**config.mk**
```make
export PLATFORM = sky130hd
export DESIGN_NAME = skin_scan_ctrl
export DESIGN_NICKNAME = d
export VERILOG_FILES = /design/src/rtl/skin_pkg.sv /design/src/rtl/skin_xy_counter.sv /design/src/rtl/skin_scan_ctrl.sv
export SDC_FILE = /design/constraint.sdc
export NUM_CORES = 1
export LEC_CHECK = 0
export CORE_MARGIN = 2
export CORE_UTILIZATION = 49
export DETAILED_ROUTE_END_ITERATION = 8
export PLACE_DENSITY = 0.79
export SKIP_LAST_GASP = 1
export SLEW_MARGIN = 20
export SYNTH_ARGS = -nofsm -noshare
export SYNTH_HDL_FRONTEND = slang
export SYNTH_SLANG_ARGS = --single-unit
```
**constraint.sdc**
```tcl
create_clock -name clk -period 2.24 [get_ports clk]
set_input_delay 0.336 -clock clk [delete_from_list [all_inputs] [get_ports clk]]
set_output_delay 0.336 -clock clk [all_outputs]
set_load 0.01 [all_outputs]
```
**src/rtl/skin_pkg.sv**
```systemverilog
// Shared definitions for the skin-mask frame scanner: channel width,
// default image geometry and the scan FSM state encoding.
package skin_pkg;

    localparam int CH_W      = 8;
    localparam int IMG_W_DEF = 160;
    localparam int IMG_H_DEF = 120;

    typedef enum logic [1:0] {
        ST_IDLE  = 2'd0,
        ST_RUN   = 2'd1,
        ST_DRAIN = 2'd2,
        ST_DONE  = 2'd3
    } scan_state_t;

endpackage

```
**src/rtl/skin_xy_counter.sv**
```systemverilog
// Raster position counter: x runs 0..IMG_W-1, then wraps and bumps y.
// 'last' flags the final pixel of the frame at the current position.
module skin_xy_counter
    import skin_pkg::*;
#(
    parameter int IMG_W = IMG_W_DEF,
    parameter int IMG_H = IMG_H_DEF,
    parameter int XW    = $clog2(IMG_W),
    parameter int YW    = $clog2(IMG_H)
) (
    input  logic          clk,
    input  logic          rst,
    input  logic          inc,
    input  logic          clear,
    output logic [XW-1:0] x,
    output logic [YW-1:0] y,
    output logic          last
);

    localparam logic [XW-1:0] X_MAX = XW'(IMG_W - 1);
    localparam logic [YW-1:0] Y_MAX = YW'(IMG_H - 1);

    assign last = (x == X_MAX) && (y == Y_MAX);

    // Advance the raster position; clear wins over increment.
    always_ff @(posedge clk) begin
        if (!rst) begin
            x <= '0;
            y <= '0;
        end else if (clear) begin
            x <= '0;
            y <= '0;
        end else if (inc) begin
            if (x == X_MAX) begin
                x <= '0;
                y <= (y == Y_MAX) ? '0 : y + YW'(1);
            end else begin
                x <= x + XW'(1);
            end
        end
    end

endmodule

```
**src/rtl/skin_scan_ctrl.sv**
```systemverilog
// Frame scan controller around an external SkinDecider. Pixels stream in,
// are forwarded to the decider, and each decision comes back as a mask
// strobe tagged with its raster coordinates while skin pixels are counted.
//
// Pixel handshake: a pixel transfers on a rising clk edge where pix_valid
// and pix_ready are both 1 (and abort is 0). pix_ready is registered and is
// 1 only while the scan is running; pix_valid and the pixel data must stay
// stable until the transfer happens.
module skin_scan_ctrl
    import skin_pkg::*;
#(
    parameter int IMG_W   = IMG_W_DEF,
    parameter int IMG_H   = IMG_H_DEF,
    parameter int DEC_LAT = 1
) (
    input  logic                             clk,
    input  logic                             rst,
    input  logic                             start,
    input  logic                             abort,
    input  logic                             pix_valid,
    output logic                             pix_ready,
    input  logic [CH_W-1:0]                  pix_y,
    input  logic [CH_W-1:0]                  pix_cb,
    input  logic [CH_W-1:0]                  pix_cr,
    output logic [CH_W-1:0]                  dec_luma,
    output logic [CH_W-1:0]                  dec_cb,
    output logic [CH_W-1:0]                  dec_cr,
    input  logic                             dec_skin,
    output logic                             mask_valid,
    output logic                             mask_bit,
    output logic [$clog2(IMG_W)-1:0]         mask_x,
    output logic [$clog2(IMG_H)-1:0]         mask_y,
    output logic [$clog2(IMG_W*IMG_H+1)-1:0] skin_count,
    output logic                             busy,
    output logic                             done,
    output scan_state_t                      dbg_state
);

    localparam int XW    = $clog2(IMG_W);
    localparam int YW    = $clog2(IMG_H);
    localparam int CW    = $clog2(IMG_W * IMG_H + 1);
    localparam int DEPTH = DEC_LAT + 1;
    localparam logic [CW-1:0] CNT_MAX = CW'(IMG_W * IMG_H);

    scan_state_t      state;
    logic [XW-1:0]    cur_x;
    logic [YW-1:0]    cur_y;
    logic             cur_last;
    logic             accept;
    logic             scan_go;
    logic             kill;
    logic             emerge;
    logic [DEPTH-1:0] pipe_v;
    logic [XW-1:0]    pipe_x [DEPTH];
    logic [YW-1:0]    pipe_y [DEPTH];

    // abort outranks both a pixel transfer and a start request
    assign accept    = pix_valid && pix_ready && !abort;
    assign scan_go   = (state == ST_IDLE) && start && !abort;
    assign kill      = abort && ((state == ST_RUN) || (state == ST_DRAIN));
    assign emerge    = pipe_v[DEPTH-1] && !kill;
    assign dbg_state = state;

    skin_xy_counter #(
        .IMG_W (IMG_W),
        .IMG_H (IMG_H),
        .XW    (XW),
        .YW    (YW)
    ) u_xy (
        .clk   (clk),
        .rst   (rst),
        .inc   (accept),
        .clear (scan_go),
        .x     (cur_x),
        .y     (cur_y),
        .last  (cur_last)
    );

    // Scan sequencing with registered handshake/status outputs and the skin tally.
    always_ff @(posedge clk) begin
        if (!rst) begin
            state      <= ST_IDLE;
            pix_ready  <= 1'b0;
            busy       <= 1'b0;
            done       <= 1'b0;
            skin_count <= '0;
        end else begin
            done <= 1'b0;
            if (emerge && (skin_count != CNT_MAX)) begin
                skin_count <= skin_count + CW'(dec_skin);
            end
            unique case (state)
                ST_IDLE: begin
                    if (scan_go) begin
                        state      <= ST_RUN;
                        pix_ready  <= 1'b1;
                        busy       <= 1'b1;
                        skin_count <= '0;
                    end
                end
                ST_RUN: begin
                    if (abort) begin
                        state     <= ST_IDLE;
                        pix_ready <= 1'b0;
                        busy      <= 1'b0;
                    end else if (accept && cur_last) begin
                        state     <= ST_DRAIN;
                        pix_ready <= 1'b0;
                    end
                end
                ST_DRAIN: begin
                    if (abort) begin
                        state <= ST_IDLE;
                        busy  <= 1'b0;
                    end else if (pipe_v == '0) begin
                        state <= ST_DONE;
                        busy  <= 1'b0;
                        done  <= 1'b1;
                    end
                end
                ST_DONE: begin
                    state <= ST_IDLE;
                end
                default: begin
                    state <= ST_IDLE;
                end
            endcase
        end
    end

    // Forward each accepted pixel to the decider; hold otherwise.
    always_ff @(posedge clk) begin
        if (!rst) begin
            dec_luma <= '0;
            dec_cb   <= '0;
            dec_cr   <= '0;
        end else if (accept) begin
            dec_luma <= pix_y;
            dec_cb   <= pix_cb;
            dec_cr   <= pix_cr;
        end
    end

    // Valid bits track pixels in flight through the decider; abort empties them.
    always_ff @(posedge clk) begin
        if (!rst || kill) begin
            pipe_v <= '0;
        end else begin
            pipe_v[0] <= accept;
            for (int i = 1; i < DEPTH; i++) begin
                pipe_v[i] <= pipe_v[i-1];
            end
        end
    end

    // Coordinates ride alongside the valid bits; only meaningful where valid.
    always_ff @(posedge clk) begin
        pipe_x[0] <= cur_x;
        pipe_y[0] <= cur_y;
        for (int i = 1; i < DEPTH; i++) begin
            pipe_x[i] <= pipe_x[i-1];
            pipe_y[i] <= pipe_y[i-1];
        end
    end

    // Pair the emerging slot with the decider result and strobe it out.
    always_ff @(posedge clk) begin
        if (!rst) begin
            mask_valid <= 1'b0;
            mask_bit   <= 1'b0;
            mask_x     <= '0;
            mask_y     <= '0;
        end else begin
            mask_valid <= emerge;
            if (emerge) begin
                mask_bit <= dec_skin;
                mask_x   <= pipe_x[DEPTH-1];
                mask_y   <= pipe_y[DEPTH-1];
            end
        end
    end

endmodule

```
Word-level counts from Yosys, hierarchy flattened
Memory sizes are Yosys's and may differ from the RTL's. A register that Yosys moved wholly into a read port is not among the register bits.
Cells that the tools add are included.
W data, S select, Z words.
Cells by class
  add/sub/neg operators: 3
  eq/ne operators: 10
  muxes and demuxes: 20
  bitwise gates (word level): 2
  reductions and logical operators: 26
Operators by type and width (count)
  $mux W15: 3
  $add A15 B1 Y15: 1
  $ne A15 B15 Y1 const B: 1
  $mux W2: 5
  $logic_and A1 B1 Y1: 9
  $add A8 B1 Y8 const B: 1
  $eq A8 B8 Y1 const B: 1
  $mux W8: 1
  $pmux W2 S4: 1
  $add A7 B1 Y7 const B: 1
  $eq A7 B7 Y1 const B: 1
  $mux W1: 7
  $mux W7: 1
  $ne A3 B2 Y1 const B: 2
  $reduce_and A3 Y1: 2
  $logic_not A1 Y1: 5
  $eq A2 B2 Y1 const B: 2
  $logic_not A2 Y1: 2
  $ne A2 B2 Y1 const B: 2
  $reduce_and A4 Y1: 1
  $pmux W1 S3: 1
  $reduce_bool A3 Y1: 1
  $reduce_or A3 Y1: 1
  $eq A2 B1 Y1 const B: 1
  6 further kinds: 8
Word-level totals
  flip-flop bits (word level): 63
  bits in writable memories: 30
  bits of input ports: 30
  memories: 2
Memories
  pipe_x: words 2, bits a word 8, rd ports 2, clocked after Yosys merged registers in 1, wr ports 2, line skin_scan_ctrl.sv:54  | logic [XW-1:0] pipe_x [DEPTH];
  pipe_y: words 2, bits a word 7, rd ports 2, clocked after Yosys merged registers in 1, wr ports 2, line skin_scan_ctrl.sv:55  | logic [YW-1:0] pipe_y [DEPTH];

Longest topological paths before layout
Gate-level depths: netlist (run 1).
  word-level depth: 9
  mapped depth: 7
  gate-level depth less buffers: 6

Modules after synthesis
Synthesis (run 1) repeated with hierarchy kept, for this count alone.
Unflattened totals
  cell total of the unflattened synthesis: 420
  area total of the unflattened synthesis: 3917.5 um^2
By module, submodules not included
  skin_scan_ctrl: times used 1, cells each 336, area each 3148.0 um^2, sequential area each 1861.8 um^2
  skin_xy_counter: times used 1, cells each 84, area each 769.5 um^2, sequential area each 300.3 um^2

Worst setup path after synthesis (run 1)
No wires, ideal clock.
  kind: reg-to-reg
  from: reg state[0], in the netlist dbg_state[0]
  to: reg skin_count[5]
  setup time: 0.128 ns
  arrival: 1.698 ns
  setup slack: 0.415 ns
  cell stages (with the launch flop): 8
  clock period less this slack: 1.825 ns
  path through: dfxtp_1 > inv_1 > ha_1 > a21boi_2 > clkbuf_1 > nand3_1 > xor2_1 > nor2_1
Between the ends
  longest elaborated chain between the ends: 9
  elaborated cells on any way between the ends: 13
  classes of those cells: eq/ne: 2; mux: 3; reduce/logical: 8
Ends and longest elaborated chain
  start: declaration: line skin_scan_ctrl.sv:45  | scan_state_t state;
  start signal: assignment: line skin_scan_ctrl.sv:82  | state <= ST_IDLE;
  start signal: assignment: line skin_scan_ctrl.sv:95  | state <= ST_RUN;
  start signal: assignment: line skin_scan_ctrl.sv:103  | state <= ST_IDLE;
  $eq A2 B1 Y1 or $eq A2 B2 Y1 (tied branches): line skin_scan_ctrl.sv:60  | assign kill = abort && ((state == ST_RUN) || (state == ST_DRAIN));
  $logic_or A1 B1 Y1: line skin_scan_ctrl.sv:60
  $logic_and A1 B1 Y1: line skin_scan_ctrl.sv:60
  $logic_not A1 Y1: line skin_scan_ctrl.sv:61  | assign emerge = pipe_v[DEPTH-1] && !kill;
  $logic_and A1 B1 Y1: line skin_scan_ctrl.sv:61
  $logic_and A1 B1 Y1: line skin_scan_ctrl.sv:89  | if (emerge && (skin_count != CNT_MAX)) begin
  $mux W15: line skin_scan_ctrl.sv:89
  $mux W15: line skin_scan_ctrl.sv:94  | if (scan_go) begin
  $mux W15 (*): line skin_scan_ctrl.sv:92  | unique case (state)
  end signal: assignment: line skin_scan_ctrl.sv:90  | skin_count <= skin_count + CW'(dec_skin);
  end: declaration: line skin_scan_ctrl.sv:33  | output logic [$clog2(IMG_W*IMG_H+1)-1:0] skin_count,
Every way passes the cells marked *; elsewhere a longest branch is shown, timed or not.
A chain may end at the register's enable or synchronous reset.

Worst setup path in the final report (run 1)
  from: reg state[0], in the netlist dbg_state[0]
  to: reg skin_count[12]
The elaborated chain is that of the path after synthesis.

==> impl_metrics.py, run 1 <==
metrics = {
    "logic_synthesis": {
        "synthCells": 422,
        "synth-async-reset-ratio": 0,
        "syn_avg_cell_area_um2": 9.11,
        "ys_ff_latch": 108,
        "ys.flop_type": "dfxtp_1",
        "syn_area_um2": 3840,
        "ys_warn_count": 0,
        "synth_edf_count": 0,
        "syn_nets": 461,
        "ys_seq_area_frac": 0.562,
        "synth.distinct_cells": 47,
    },
    "cts": {
        "cts_htree_levels": 3,
        "clock-root-buffer": "clkbuf_8",
        "clock-sinks": 108,
        "cts.clk_slew.worst_paths_ns": 0.10,
        "clock_latency_ns": 0.35,
        "hold_buffers": 0,
        "tritoncts": "yes",
        "post_cts_resized": 0,
        "clockBufferDepth": 2,
        "cts_buffers": 9,
        "post_cts_buffers": 0,
    },
    "timing": {
        "slew_viol_final": 0,
        "fin_setup_tns_ns": 0,
        "rsz0062_at_grt": "no",
        "timing.final.crit_share": 0.927,
        "fmax_ghz": 0.482,
        "maxSlewHeadroom": 0.697,
        "hold_violations": 0,
        "clock_skew_ns": 0.0109,
        "min_period_ns": 2.08,
        "tightest_slew_ns": 0.449,
        "setup_viol": 0,
    },
    "placement": {
        "portBuffers": 90,
        "place_congestion": 0.902,
        "dp_hpwl_um": 5800,
        "placed_cells": 605,
        "placed_cell_area_um2": 4870,
    },
    "final_layout": {
        "final_nets": 553,
        "fin_cells": 621,
        "fill_cells": 618,
        "diodes": 0,
        "final_layout_size_suffix_gt1_frac": 0.0655,
        "syn_to_final_growth_pct": 31.5,
        "fin_area_um2": 5060,
    },
    "grt": {
        "grt_antenna_before_repair": 0,
        "grt.total_usage": 0.192,
        "grt_start_max_net_pins": 41,
        "grt-ovfl-total": 0,
        "first_global_vias": 2957,
        "grt_pass1_wl_um": 13400,
    },
    "route": {
        "vias": 3207,
        "drt_iter0_markers": 211,
        "drtAntennaViolNets": 0,
        "routedWlPerCell_um": 13.1,
        "dr.pass1.iters": 4,
        "drc": 0,
        "wl_um": 8160,
        "via_per_inst": 5.16,
    },
    "die": {
        "dieArea_um2": 8570,
        "num_rows": 32,
        "die_h_um": 92.6,
        "initial_core_util": 0.503,
        "die_w_um": 92.6,
        "core-area_um2": 7650,
        "ioPinCount": 91,
    },
    "critical_path": {
        "worst_path_max_delay_cell": "dfxtp_1",
        "crit_family": "simple AND/OR/NAND/NOR gates",
        "cp-end-kind": "register",
        "cp_max_fo": 5,
        "start_kind": "register",
        "path_class": "register to register",
        "path_buf_inv": 1,
        "critPathMaxStageDelay_ns": 0.44,
        "worstPathArrival_ns": 2.35,
        "crit_chain": "inv_1 -> ha_1 -> a21boi_2 -> nand4_1 -> or3_1 -> a21oi_1",
        "worstPathRequired_ns": 2.52,
    },
    "power": {
        "powerDensity_nw_per_um2": 658,
        "irDropWorstVdd_v": 0.000284,
        "p_leak_nw": 1.76,
    },
    "flow_run": {
        "drv_cap": 0,
    },
    "outcome": {
        "status": "finished clean",
    },
    "hold_path": {
        "worstHoldPathType": "register to register",
    },
}
[sequential cells by signal (all words and copies together) (netlist names)]
register / cells
pipe_x: 16
skin_count: 15
pipe_y: 14
dec_cb: 8
dec_cr: 8
dec_luma: 8
mask_x: 8
u_xy.x: 8
mask_y: 7
u_xy.y: 7
dbg_state: 2
pipe_v: 2
busy: 1
done: 1
mask_bit: 1
mask_valid: 1
pix_ready: 1
[per-stage QoR]
step | total power [mW] | utilization | worst slack, ns | hold WS (ns)
final | 3.33 | 0.661 | 0.165 | 0.333
after global routing | 3.46 | 0.661 | 0.0292 | 0.341
after CTS | 3.36 | 0.661 | 0.158 | 0.334
after detailed placement | 2.29 | 0.637 | 0.0614 | 0.312
after global placement | 2.29 | 0.637 | 0.126 | 0.311
after floorplan | 2.15 | - | 0.415 | 0.310
[path summary, 6_finish.rpt]
kind	startpoint	to	slack (ns)	cells after the start
setup / recovery	dbg_state[0]	skin_count[12]	0.16	6
hold / removal	pipe_y[0][3]	pipe_y[1][3]	0.33	0
setup reg to reg	dbg_state[0]	skin_count[12]	0.16	6
hold reg to reg	pipe_y[0][3]	pipe_y[1][3]	0.33	0
[routing by layer]
| metal | share of wire | global-route usage |
|---|---|---|
| met2 | 0.50 | 0.320 |
| met1 | 0.45 | 0.256 |
| met3 | 0.037 | 0.0285 |
| met4 | 0.011 | 0.0634 |
| met5 | 0 | 0 |
[area by class of cell]
cell class	instances	area, um2	share of cell area
well taps	102	128	0.0252
inverters	8	30.0	0.00594
repair buffers	101	996	0.197
flip-flops and latches	108	2160	0.428
multi-input cells	286	1560	0.308
clock inverters	6	45.0	0.00891
clock buffers	10	138	0.0272
[report_power, final]
group / leakage [nW] / internal [mW] / switching [mW] / total, mW
sequential: 0.871 / 1.95 / 0.0205 / 1.97
clock: 0.0970 / 0.444 / 0.637 / 1.08
combinational: 0.791 / 0.139 / 0.139 / 0.278
total: 1.76 / 2.53 / 0.797 / 3.33
[synth_stat cells, types with 2 or more instances]
cell,number,area share
nor3b_1,3,0.0059
nand3_1,11,0.014
o21ai_0,13,0.017
xor2_1,8,0.018
nor2b_1,2,0.0033
ha_1,9,0.029
and3_1,3,0.0049
nor3_1,2,0.0026
and2_1,3,0.0049
dfxtp_1,108,0.56
o31ai_1,3,0.0059
nand3b_1,2,0.0039
or4_1,7,0.014
clkbuf_1,15,0.015
and4_1,3,0.0068
buf_6,2,0.0059
inv_1,7,0.0068
nor4_1,2,0.0033
nand4_1,9,0.015
nand2_1,97,0.095
or3_1,6,0.0098
xnor2_1,6,0.014
mux2i_1,2,0.0052
nor2_1,21,0.021
a21oi_1,56,0.073
[kinds of logic (layout without fill, tap and decap cells)]
kind of cell             after synthesis  after routing  synth area share
AND/OR/NAND/NOR                      180            180             0.224
adder cells (fa/ha/maj)                9              9            0.0293
XOR/XNOR                              14             14            0.0319
AO/OA/AOI/OAI                         81             81             0.115
buffers and inverters                 28            125            0.0325
multiplexers                           2              2           0.00521
flip-flops                           108            108             0.562
[cells in the final DEF (no fill, tap or decap), drive strengths merged, types with 2 or more instances in the layout]
master	Yosys	routed
dfxtp	108	108
nor3	2	2
nand4	9	9
xor2	8	8
clkbuf	15	10
a21oi	56	56
o21ai	13	13
buf	5	11
nor2	21	21
or4	7	7
mux2i	2	2
and3	4	4
nor4	2	2
and2	3	3
clkinv	0	4
o31ai	3	3
clkdlybuf4s50	0	90
nand3	12	12
nand3b	2	2
nor3b	3	3
and4	3	3
or3	6	6
nand2	97	97
inv	8	10
nor2b	2	2
ha	9	9
xnor2	6	6
No activity file was read; power rests on OpenSTA's default activity.
==> run 2: changes to the inputs <==
--- a/config.mk
+++ b/config.mk
@@ -13,4 +13,5 @@
 export SLEW_MARGIN = 20
 export SYNTH_ARGS = -nofsm -noshare
 export SYNTH_HDL_FRONTEND = slang
+export SYNTH_HIERARCHICAL = 1
 export SYNTH_SLANG_ARGS = --single-unit
==> run 2 against run 1 <==
Sequential share of layout area decreased by 1.2 points. Die area increased by 1.8%. Global-route usage increased by 2.2 points. Synthesized area increased by 1.9%. Synthesized cell count decreased by 0.47%. First-iteration DRC count decreased by 45%. Maximum frequency decreased by 1.1%. Sequential cell count unchanged. Critical path depth increased by 3. Setup slack got worse by 0.022 ns. Critical path type unchanged. Critical endpoint is now dbg_state[1]. Largest cell class unchanged.
==> impl_metrics.py, run 2 <==
metrics = {
    "grt": {
        "grt_pass1_wl_um": 14900,
        "grt_start_max_net_pins": 37,
        "grt.total_usage": 0.213,
        "first_global_vias": 3195,
        "grt_antenna_before_repair": 0,
        "grt-ovfl-total": 0,
    },
    "critical_path": {
        "reg2reg_from": "u_xy/y[1]",
        "cp_max_fo": 5,
        "worst_r2r_endpoint": "dbg_state[1]",
        "r2r_slack_ns": 0.14,
        "worst_path_max_delay_cell": "dfxtp_2",
        "path_class": "register to register",
        "reg2reg_depth": 9,
        "worstPathArrival_ns": 2.33,
        "cp-end-kind": "register",
        "critPathMaxStageDelay_ns": 0.37,
        "worstPathRequired_ns": 2.48,
        "start_kind": "register",
        "crit_chain": "ha_1 -> nand4_1 -> nor3b_2 -> and4_1 -> nand3_1 -> a222oi_1 -> buf_4 -> mux2i_1 -> nor2_1",
    },
    "outcome": {
        "status": "finished clean",
    },
    "final_layout": {
        "largest_reg_flops": 16,
        "final_common_cell": "dfxtp_1",
        "diodes": 0,
        "final_layout_size_suffix_gt1_frac": 0.0930,
        "seq_area_um2": 2160,
        "fin_cells": 629,
        "syn_to_final_growth_pct": 33.0,
        "fill_cells": 626,
        "final_util": 0.674,
        "largest_register": "pipe_x",
        "multi_input_area_um2": 1620,
        "final_nets": 562,
        "mostFrequentLayoutCells": "dfxtp_1, nand2_1, clkdlybuf4s50_1, a21oi_1, nor2_1",
        "top_regs": "pipe_x: 16 flops, skin_count: 15 flops, pipe_y: 14 flops",
        "fin_area_um2": 5210,
    },
    "timing": {
        "hold_violations": 0,
        "min_period_ns": 2.10,
        "tightest_slew_ns": 0.467,
        "fin_ws_ns": 0.142,
        "timing.final.crit_share": 0.936,
        "setup_viol": 0,
        "maxSlewHeadroom": 0.688,
        "clock_skew_ns": 0.00595,
        "fin_hold_ws_ns": 0.334,
        "fmax_ghz": 0.477,
        "fin_setup_tns_ns": 0,
        "rsz0062_at_grt": "no",
        "slew_viol_final": 0,
    },
    "cts": {
        "cts_buffers": 9,
        "cts_htree_levels": 3,
        "hold_buffers": 0,
        "clockBufferDepth": 2,
        "clock-root-buffer": "clkbuf_8",
        "clock_latency_ns": 0.35,
        "clock-sinks": 108,
        "tritoncts": "yes",
        "cts.clk_slew.worst_paths_ns": 0.10,
    },
    "power": {
        "irDropWorstVdd_v": 0.000363,
        "clockPowerShare": 0.328,
        "powerDensity_nw_per_um2": 637,
        "switching_share": 0.238,
        "pwr-share-seq": 0.590,
        "power_switching_mw": 0.790,
        "internal-power_mw": 2.53,
        "power_mw": 3.32,
        "pwr-share-comb": 0.082,
        "p_leak_nw": 1.88,
    },
    "logic_synthesis": {
        "post-synth-top-area-cell": "dfxtp_1",
        "syn_avg_cell_area_um2": 9.33,
        "ys.flop_type": "dfxtp_1",
        "synthTopCellsByCount": "dfxtp_1, nand2_1, a21oi_1",
        "synth.distinct_cells": 50,
        "synth.most_common_cell": "dfxtp_1",
        "syn_nets": 459,
        "ys_ff_latch": 108,
        "ys_seq_area_frac": 0.552,
        "synth_edf_count": 0,
        "synthCells": 420,
        "synth-async-reset-ratio": 0,
        "ys_warn_count": 6,
        "synth_area_leaders": "dfxtp_1, nand2_1, a21oi_1",
        "synth_top_cell_area_share": 0.552,
        "syn_area_um2": 3920,
    },
    "die": {
        "die_w_um": 93.4,
        "num_rows": 32,
        "core-area_um2": 7730,
        "dieArea_um2": 8730,
        "die_h_um": 93.4,
        "initial_core_util": 0.507,
        "ioPinCount": 91,
    },
    "hold_path": {
        "min_to": "pipe_x[1][3]",
        "hold_depth": 0,
        "min_from": "pipe_x[0][3]",
        "worstHoldPathType": "register to register",
    },
    "placement": {
        "placed_cell_area_um2": 5020,
        "dp_hpwl_um": 6440,
        "place_ws_ns": -0.0111,
        "placed_cells": 614,
        "portBuffers": 90,
        "place_congestion": 0.815,
    },
    "route": {
        "routedWlPerCell_um": 14.6,
        "via_per_inst": 5.31,
        "dr.pass1.iters": 4,
        "drt_iter0_markers": 116,
        "drc": 0,
        "wl_um": 9180,
        "vias": 3341,
        "drtAntennaViolNets": 0,
    },
    "flow_run": {
        "drv_cap": 0,
    },
}
==> run 2: changes by cell type after synthesis, sizes merged, moves of 3 or more <==
cell	change
o31ai	-3
inv	-3
nor3	+3
o21ai	-4
clkbuf	-6
or4	-5
buf	+6
xnor2	-3
o211ai	+3
a21oi	-4
nand4b	+3
==> run 2: area by class of cell <==
cell class | instances | share of cell area
inverters | 5 | 0.00360
clock buffers | 10 | 0.0264
repair buffers | 112 | 0.210
flip-flops and latches | 108 | 0.415
well taps | 102 | 0.0245
clock inverters | 5 | 0.00817
multi-input cells | 287 | 0.312
==> run 2: routing by layer <==
| metal | wire length (um) | up-vias | track usage |
|---|---|---|---|
| met4 | 241 | 0 | 0.0993 |
| met5 | 0 | - | 0 |
| met2 | 4600 | 98 | 0.372 |
| met1 | 3930 | 1582 | 0.259 |
| li1 | - | 1641 | - |
| met3 | 414 | 20 | 0.0314 |
==> run 2: cell families (layout without fill, tap and decap cells) <==
kind of cell / Yosys count / in the layout / share of synthesized area
flops: 108 / 108 / 0.552
compound gates: 77 / 77 / 0.115
xor+xnor: 13 / 13 / 0.0291
simple gates: 185 / 185 / 0.233
buf+inv: 25 / 132 / 0.0348
fa+ha+maj: 9 / 9 / 0.0287
mux: 3 / 3 / 0.00767
==> run 2: repair_timing <==
| action | CTS | global route |
|---|---|---|
| setup buffers | 0 | 0 |
| resized for setup | 0 | 3 |
| hold endpoints to repair | 0 | 0 |
| setup endpoints to repair | 0 | 3 |
==> run 2: how the worst max path moves through the flow <==
| stage | slack, ns | cells past startpoint | end | from |
|---|---|---|---|---|
| final | 0.14 | 9 | dbg_state[1] | u_xy/y[1] |
| after global routing | 0.008 | 6 | skin_count[9] | dbg_state[0] |
| after CTS | 0.04 | 9 | dbg_state[1] | u_xy/y[1] |
| after detailed placement | -0.01 | 8 | u_xy/y[3] | pix_valid |
| after global placement | 0.04 | 8 | u_xy/y[3] | pix_valid |
| after floorplan | 0.1 | 8 | dbg_state[1] | u_xy/y[0] |
==> run 2: critical path, delay by kind of cell, from the launching register on <==
family                   cells  cell delay (ns)
AO/OA/AOI/OAI                1             0.24
AND/OR/NAND/NOR              5             0.77
multiplexers                 1             0.25
flip-flops                   1             0.37
buffers and inverters        1             0.19
adder cells (fa/ha/maj)      1             0.17
==> run 2: power by group through the flow <==
stage	logic [mW]	clock network, mW	registers [mW]
2_1_floorplan	0.122	0	2.01
6_report	0.273	1.09	1.96
4_1_cts	0.272	1.11	1.96
3_3_place_gp	0.261	0	2.00
3_5_place_dp	0.269	0	2.00
5_1_grt	0.295	1.20	1.96
==> run 3: changes to the inputs <==
--- a/config.mk
+++ b/config.mk
@@ -9,7 +9,6 @@
 export CORE_UTILIZATION = 49
 export DETAILED_ROUTE_END_ITERATION = 8
 export PLACE_DENSITY = 0.79
-export SKIP_LAST_GASP = 1
 export SLEW_MARGIN = 20
 export SYNTH_ARGS = -nofsm -noshare
 export SYNTH_HDL_FRONTEND = slang
==> results of run 3 <==
The final DEF is identical to that of run 2; final timing and power are the same.
